[src/rtl/rv32i_control_fsm.sv]
// Multi-cycle RV32I control unit.
// The unit fetches an instruction over a req/ack port and decodes it into the
// ALU control bundle and the operand selects. It sequences the memory and
// writeback phases and owns the program counter.
module rv32i_control_fsm #(
  parameter logic [31:0] RESET_PC        = 32'h0000_0000,
  parameter bit          HALT_ON_ILLEGAL = 1'b1
) (
  input  logic        clk,
  input  logic        rst_n,
  output logic        imem_req,
  output logic [31:0] imem_addr,
  input  logic        imem_ack,
  input  logic [31:0] imem_rdata,
  output logic        dmem_req,
  output logic        dmem_we,
  output logic [31:0] dmem_addr,
  output logic [2:0]  dmem_funct3,
  input  logic        dmem_ack,
  output logic [4:0]  rs1_addr,
  output logic [4:0]  rs2_addr,
  output logic [4:0]  rd_addr,
  output logic        rd_we,
  output logic [1:0]  rd_sel,
  output logic        alu_a_sel,
  output logic        alu_b_sel,
  output logic [31:0] imm,
  output logic [2:0]  funct3_,
  output logic [6:0]  funct7_,
  output logic [3:0]  instr_type,
  input  logic [31:0] alu_c,
  output logic [31:0] pc,
  output logic        illegal
);

  localparam logic [6:0] OPC_OP     = 7'b0110011;
  localparam logic [6:0] OPC_OPIMM  = 7'b0010011;
  localparam logic [6:0] OPC_LOAD   = 7'b0000011;
  localparam logic [6:0] OPC_STORE  = 7'b0100011;
  localparam logic [6:0] OPC_BRANCH = 7'b1100011;
  localparam logic [6:0] OPC_JALR   = 7'b1100111;
  localparam logic [6:0] OPC_JAL    = 7'b1101111;
  localparam logic [6:0] OPC_LUI    = 7'b0110111;
  localparam logic [6:0] OPC_AUIPC  = 7'b0010111;

  localparam logic [3:0] T_R = 4'd0;
  localparam logic [3:0] T_I = 4'd1;
  localparam logic [3:0] T_S = 4'd2;
  localparam logic [3:0] T_B = 4'd3;
  localparam logic [3:0] T_U = 4'd4;
  localparam logic [3:0] T_J = 4'd5;
  localparam logic [3:0] T_N = 4'd7;

  typedef enum logic [2:0] {
    st_fetch, st_decode, st_exec, st_mem, st_wb, st_halt
  } state_t;

  state_t      state_reg, state_next;
  logic [31:0] pc_reg, pc_next;
  logic [31:0] ir_reg, ir_next;
  logic [31:0] result_reg, result_next;
  logic [31:0] npc_reg, npc_next;
  logic        illegal_reg, illegal_next;
  logic        squash_reg, squash_next;
  logic        wr_reg, wr_next;
  logic        first_reg;
  logic [2:0]  funct3_reg, funct3_next;
  logic [6:0]  funct7_reg, funct7_next;
  logic [3:0]  type_reg, type_next;
  logic [31:0] imm_reg, imm_next;
  logic        asel_reg, asel_next;
  logic        bsel_reg, bsel_next;
  logic [1:0]  rdsel_reg, rdsel_next;

  logic [6:0]  opcode;
  logic [2:0]  ir_f3;
  logic        is_load, is_store, is_branch, is_jal, is_jalr, is_legal;
  logic [31:0] imm_i, imm_s, imm_b, imm_u, imm_j;
  logic [31:0] pc_plus4, target;
  logic        jump, misaligned;

  assign opcode    = ir_reg[6:0];
  assign ir_f3     = ir_reg[14:12];
  assign is_load   = (opcode == OPC_LOAD);
  assign is_store  = (opcode == OPC_STORE);
  assign is_branch = (opcode == OPC_BRANCH);
  assign is_jal    = (opcode == OPC_JAL);
  assign is_jalr   = (opcode == OPC_JALR);
  assign is_legal  = (opcode == OPC_OP) || (opcode == OPC_OPIMM) || is_load ||
                     is_store || is_branch || is_jal || is_jalr ||
                     (opcode == OPC_LUI) || (opcode == OPC_AUIPC);

  assign imm_i = {{20{ir_reg[31]}}, ir_reg[31:20]};
  assign imm_s = {{20{ir_reg[31]}}, ir_reg[31:25], ir_reg[11:7]};
  assign imm_b = {{19{ir_reg[31]}}, ir_reg[31], ir_reg[7], ir_reg[30:25], ir_reg[11:8], 1'b0};
  assign imm_u = {ir_reg[31:12], 12'h000};
  assign imm_j = {{11{ir_reg[31]}}, ir_reg[31], ir_reg[19:12], ir_reg[20], ir_reg[30:21], 1'b0};

  assign pc_plus4 = pc_reg + 32'd4;

  // Resolve the control-transfer target from the ALU result during EXEC;
  // branch targets come from pc+imm since the ALU is busy comparing.
  always_comb begin
    jump   = 1'b0;
    target = pc_plus4;
    if (is_jal) begin
      jump   = 1'b1;
      target = alu_c;
    end else if (is_jalr) begin
      jump   = 1'b1;
      target = alu_c & ~32'd1;
    end else if (is_branch && alu_c[0]) begin
      jump   = 1'b1;
      target = pc_reg + imm_reg;
    end
  end

  assign misaligned = jump && target[1];

  // Next-state, decode and handshake strobes
  always_comb begin
    state_next   = state_reg;
    pc_next      = pc_reg;
    ir_next      = ir_reg;
    result_next  = result_reg;
    npc_next     = npc_reg;
    illegal_next = illegal_reg;
    squash_next  = squash_reg;
    wr_next      = wr_reg;
    funct3_next  = funct3_reg;
    funct7_next  = funct7_reg;
    type_next    = type_reg;
    imm_next     = imm_reg;
    asel_next    = asel_reg;
    bsel_next    = bsel_reg;
    rdsel_next   = rdsel_reg;
    imem_req     = 1'b0;
    dmem_req     = 1'b0;
    dmem_we      = 1'b0;
    rd_we        = 1'b0;

    case (state_reg)
      st_fetch: begin
        // The first cycle out of reset neither requests nor accepts an ack.
        imem_req = !first_reg;
        if (!first_reg && imem_ack) begin
          ir_next    = imem_rdata;
          state_next = st_decode;
        end
      end

      st_decode: begin
        funct3_next = 3'd0;
        funct7_next = 7'd0;
        type_next   = T_N;
        imm_next    = 32'd0;
        asel_next   = 1'b0;
        bsel_next   = 1'b0;
        rdsel_next  = 2'd0;
        wr_next     = 1'b0;
        case (opcode)
          OPC_OP: begin
            type_next   = T_R;
            funct3_next = ir_f3;
            funct7_next = ir_reg[31:25];
            wr_next     = 1'b1;
          end
          OPC_OPIMM: begin
            type_next   = T_I;
            funct3_next = ir_f3;
            bsel_next   = 1'b1;
            wr_next     = 1'b1;
            // Shifts carry funct7 and a 5-bit shamt rather than a full imm.
            if (ir_f3 == 3'b001 || ir_f3 == 3'b101) begin
              funct7_next = ir_reg[31:25];
              imm_next    = {27'd0, ir_reg[24:20]};
            end else begin
              imm_next    = imm_i;
            end
          end
          OPC_LOAD: begin
            type_next  = T_S;
            bsel_next  = 1'b1;
            imm_next   = imm_i;
            rdsel_next = 2'd1;
            wr_next    = 1'b1;
          end
          OPC_STORE: begin
            type_next = T_S;
            bsel_next = 1'b1;
            imm_next  = imm_s;
          end
          OPC_JALR: begin
            type_next  = T_S;
            bsel_next  = 1'b1;
            imm_next   = imm_i;
            rdsel_next = 2'd2;
            wr_next    = 1'b1;
          end
          OPC_BRANCH: begin
            type_next   = T_B;
            funct3_next = ir_f3;
            imm_next    = imm_b;
          end
          OPC_LUI: begin
            type_next = T_U;
            bsel_next = 1'b1;
            imm_next  = imm_u;
            wr_next   = 1'b1;
          end
          OPC_AUIPC: begin
            type_next = T_J;
            asel_next = 1'b1;
            bsel_next = 1'b1;
            imm_next  = imm_u;
            wr_next   = 1'b1;
          end
          OPC_JAL: begin
            type_next  = T_J;
            asel_next  = 1'b1;
            bsel_next  = 1'b1;
            imm_next   = imm_j;
            rdsel_next = 2'd2;
            wr_next    = 1'b1;
          end
          default: ;
        endcase
        state_next = st_exec;
      end

      st_exec: begin
        result_next = alu_c;
        squash_next = 1'b0;
        npc_next    = pc_plus4;
        if (!is_legal || misaligned) begin
          // Faulting instruction: either stop with pc untouched, or retire
          // as a NOP that skips to the next word without writing rd.
          illegal_next = 1'b1;
          squash_next  = 1'b1;
          if (HALT_ON_ILLEGAL) state_next = st_halt;
          else                 state_next = st_wb;
        end else if (is_load || is_store) begin
          state_next = st_mem;
        end else begin
          npc_next   = target;
          state_next = st_wb;
        end
      end

      st_mem: begin
        dmem_req = 1'b1;
        dmem_we  = is_store;
        if (dmem_ack) state_next = st_wb;
      end

      st_wb: begin
        rd_we      = wr_reg && (ir_reg[11:7] != 5'd0) && !squash_reg;
        pc_next    = npc_reg;
        state_next = st_fetch;
      end

      st_halt: ;

      default: state_next = st_fetch;
    endcase
  end

  // State and datapath registers
  always_ff @(posedge clk or negedge rst_n) begin
    if (!rst_n) begin
      state_reg   <= st_fetch;
      pc_reg      <= RESET_PC;
      ir_reg      <= 32'd0;
      result_reg  <= 32'd0;
      npc_reg     <= 32'd0;
      illegal_reg <= 1'b0;
      squash_reg  <= 1'b0;
      wr_reg      <= 1'b0;
      first_reg   <= 1'b1;
      funct3_reg  <= 3'd0;
      funct7_reg  <= 7'd0;
      type_reg    <= T_N;
      imm_reg     <= 32'd0;
      asel_reg    <= 1'b0;
      bsel_reg    <= 1'b0;
      rdsel_reg   <= 2'd0;
    end else begin
      state_reg   <= state_next;
      pc_reg      <= pc_next;
      ir_reg      <= ir_next;
      result_reg  <= result_next;
      npc_reg     <= npc_next;
      illegal_reg <= illegal_next;
      squash_reg  <= squash_next;
      wr_reg      <= wr_next;
      first_reg   <= 1'b0;
      funct3_reg  <= funct3_next;
      funct7_reg  <= funct7_next;
      type_reg    <= type_next;
      imm_reg     <= imm_next;
      asel_reg    <= asel_next;
      bsel_reg    <= bsel_next;
      rdsel_reg   <= rdsel_next;
    end
  end

  assign imem_addr   = pc_reg;
  assign dmem_addr   = result_reg;
  assign dmem_funct3 = ir_reg[14:12];
  assign rs1_addr    = ir_reg[19:15];
  assign rs2_addr    = ir_reg[24:20];
  assign rd_addr     = ir_reg[11:7];
  assign rd_sel      = rdsel_reg;
  assign alu_a_sel   = asel_reg;
  assign alu_b_sel   = bsel_reg;
  assign imm         = imm_reg;
  assign funct3_     = funct3_reg;
  assign funct7_     = funct7_reg;
  assign instr_type  = type_reg;
  assign pc          = pc_reg;
  assign illegal     = illegal_reg;

endmodule

[config.mk]
export PLATFORM = sky130hd
export DESIGN_NAME = rv32i_control_fsm
export DESIGN_NICKNAME = d
export VERILOG_FILES = /design/src/rtl/rv32i_control_fsm.sv
export SDC_FILE = /design/constraint.sdc
export NUM_CORES = 1
export LEC_CHECK = 0
export ABC_AREA = 1
export CAP_MARGIN = 20
export CORE_ASPECT_RATIO = 0.75
export CORE_UTILIZATION = 45
export CTS_BUF_LIST = sky130_fd_sc_hd__clkbuf_8
export CTS_CLUSTER_DIAMETER = 200
export DETAILED_ROUTE_END_ITERATION = 8
export PLACE_DENSITY = 0.81
export SYNTH_ARGS = -nofsm -noshare
export SYNTH_HDL_FRONTEND = slang
export SYNTH_SLANG_ARGS = --single-unit
export TNS_END_PERCENT = 30
[constraint.sdc]
create_clock -name clk -period 6.18 [get_ports clk]
set_clock_uncertainty 0.05 [all_clocks]
set_input_delay 0.927 -clock clk [delete_from_list [all_inputs] [get_ports clk]]
set_output_delay 0.927 -clock clk [all_outputs]
set_load 0.02 [all_outputs]
==> out/summary.txt <==
Status - completed
Fraction of layout instances using a drive strength above 1 - 0.05676
Power, Total - 0.006588 W
Fmax achieved - 0.2954 GHz
Setup TNS - 0 ns
Fin util - 0.5681
Main combinational cell family by area after synthesis - simple AND/OR/NAND/NOR gates
Grt ovf - 0
Antenna Nets Post-Route - 0
DR DRC count - 0
Initial core utilization - 0.4613
Post-synthesis adder-cell area fraction - 0.03632
Post-CTS Hold Fix Bufs - 0
Vias in the first global route - 10560
Final setup fails - 0
Pint - 0.003446 W
Largest cells by area after synthesis - dfrtp_1 39%, nand2_1 18%, inv_1 7.1%, o21ai_0 4.5%, a21oi_1 3.5%
Clock sinks - 184
Unrepaired setup endpoints after global routing - false
Routed length per instance - 18.60 um
Period utilisation layout - 0.5478
Pin count of the biggest net entering global routing - 93
Worst path slowest cell - clkdlybuf4s50_1
First-pass GRT wire length - 60890 um
P_sw - 0.003142 W
Endpoints failing hold - 0
Post-synth top area share - 0.3892
Area after DPL - 13830 um2
GRT Overall Usage - 0.3045
Post-CTS Setup Repair Bufs - 0
Seq/Total Area, Yosys - 0.3983
Final HPWL DP - 31180 um
Async SR Flop Fraction - 1.000
Fin crit period - 3.385 ns
Post-layout nets - 1885
Synth Flop Type - dfrtp_1
Die Span X - 187.2 um
Cell area after layout - 14250 um2
Lkg Pwr - 7.033 nW
Starting DRT DRC Count - 1442
Clock slew at reported path FFs - 0.12 ns
Comb pwr share - 0.526
Filler cells - 2373
Vias/cell - 5.371
CORE AREA - 25090 um2
Post-Syn Area - 11570 um2
Critical-path cell list - nor2_1 > nand2_1 > buf_4 > nor4_1 > clkdlybuf4s50_1
Total of warnings raised by yosys - 0
Final Wtd Congestion - 0.9938
Sequential share of power - 0.349
Final WL - 39730 um
Die ar. - 26370 um2
Number of register bits inferred by synthesis - 184
Mean post-synth cell area - 7.162 um2
CP max stage delay - 0.67 ns
Dominant cell type by area after synthesis - dfrtp_1
Complex-gate fraction of the synthesized area - 0.1192
DR vias - 11470
Clk_lat worst skew - 0.51 ns
Max-slew violations - 0
Worst-Margin Slew - 0.9336 ns
Worst Hold Class - primary input to async pin
Max-cap viol count - 0
Buffers on Ports - 235
H-tree levels - 4
I/O pins - 237
Number of synthesized flops with an enable pin - 0
Die H - 140.9 um
Mux cell area share after synthesis - 0.02141
Max-slew headroom - 0.3776
Number of distinct library cells after synthesis - 52
CP Class - register to primary output
Sw Ratio - 0.4770
Post-synthesis cell count - 1616
Number of detailed-route iterations in the first pass - 8
Endpoint class of the critical path - primary output
Initial antenna violation count - 1
Most frequent cells in the layout - 551 x nand2_1, 234 x clkdlybuf4s50_1, 218 x inv_1, 180 x dfrtp_1, 105 x o21ai_0
Row count - 50
Worst IR Drop VDD - 275.2 uV
TritonCTS Buffers - 17
Root Driver - clkbuf_8
Synth-to-Final Area Change - 23.15%
XOR/XNOR Fraction of Synth Area - 0.02195
PwrDens - 462.2 nW/um2
Leading cell type in the layout, fill and taps excluded - nand2_1
CTS tree - done
Simple-Gate Fraction of Synth Area - 0.2786
Req. time, crit path - 5.20 ns
Post-CTS resize count - 0
CP arrival - 2.41 ns
Clock power share - 0.125
Clock Path Buffers - 2
Setup crit start kind - register
Crit-path max FO - 63
routing by layer:
metal / global-route usage / share of wire
met2: 0.4279 / 0.40
met3: 0.07493 / 0.12
met4: 0.07075 / 0.017
met1: 0.4642 / 0.46
met5: 0 / 0
power groups by stage:
| stage | sequential [W] | clock [W] | combinational [W] |
|---|---|---|---|
| after floorplan | 0.00237 | 0 | 0.00197 |
| after global placement | 0.00229 | 0 | 0.00337 |
| after detailed placement | 0.00230 | 0 | 0.00343 |
| after CTS | 0.00228 | 0.000834 | 0.00345 |
| after global routing | 0.00234 | 0.000882 | 0.00376 |
| final | 0.00230 | 0.000821 | 0.00347 |
path summary, 6_finish.rpt:
kind,cells after the start,from,end,slack [ns]
min,1,rst_n,npc_reg[30],0.30
min reg2reg,2,dmem_addr[3],dmem_addr[3],0.43
max in group asynchronous,2,rst_n,ir_reg[29],4.72
max,5,state_reg[0],rd_we,2.79
max reg2reg,10,imem_addr[4],npc_reg[17],3.19
min in group clk,2,dmem_addr[3],dmem_addr[3],0.43
metrics by stage:
stage / hold slack [ns] / setup WS (ns) / instances
2_1_floorplan: 0.3995 / 3.834 / 1617
3_3_place_gp: 0.3992 / 3.282 / 2102
3_5_place_dp: 0.4080 / 3.262 / 2102
4_1_cts: 0.2836 / 2.777 / 2134
5_1_grt: 0.3114 / 2.626 / 2135
6_report: 0.3014 / 2.795 / 2136
Yosys cell counts, types with 4 or more instances:
| master | instances |
|---|---|
| inv_1 | 218 |
| nor3_1 | 18 |
| dfstp_2 | 4 |
| a22oi_1 | 11 |
| mux2_2 | 22 |
| nand2_2 | 4 |
| or2_2 | 4 |
| a21oi_1 | 81 |
| o21ai_1 | 6 |
| nand2_1 | 551 |
| inv_2 | 8 |
| nor4_1 | 4 |
| o21ai_0 | 105 |
| buf_4 | 54 |
| xor2_1 | 23 |
| dfrtp_1 | 180 |
| nand4_1 | 15 |
| a21boi_1 | 14 |
| xnor2_1 | 6 |
| nand3_1 | 62 |
| o22ai_1 | 5 |
| buf_2 | 6 |
| clkbuf_1 | 33 |
| ha_1 | 32 |
| nor2_1 | 102 |
kinds of logic (layout without fill, tap and decap cells):
kind of cell               after synthesis  in the layout
adders and majority gates               33             33
AOI/OAI and AO/OA                      246            246
and+or+nand+nor                        779            779
DFF                                    184            184
xor gates and xnor gates                29             29
other                                    1              3
muxes                                   22             22
buffers and inverters                  322            502
final cells by class:
class,count,area (um2),area share
Antenna cell,1,2.502,0.0001756
Timing Repair Buffer,244,2441,0.1713
Inverter,226,849.6,0.05961
Multi-Input combinational cell,1111,5537,0.3885
Sequential cell,184,4609,0.3234
Clock buffer,18,247.7,0.01738
Clock inverter,14,142.6,0.01001
Tap cell,338,422.9,0.02967
worst max-delay path, delay by kind of cell, from the launching register on:
| family | cells | cell delay, ns |
|---|---|---|
| buf+inv | 2 | 0.99 |
| simple gates | 3 | 0.52 |
| flops | 1 | 0.41 |
No activity file was read; power rests on OpenSTA's default activity.
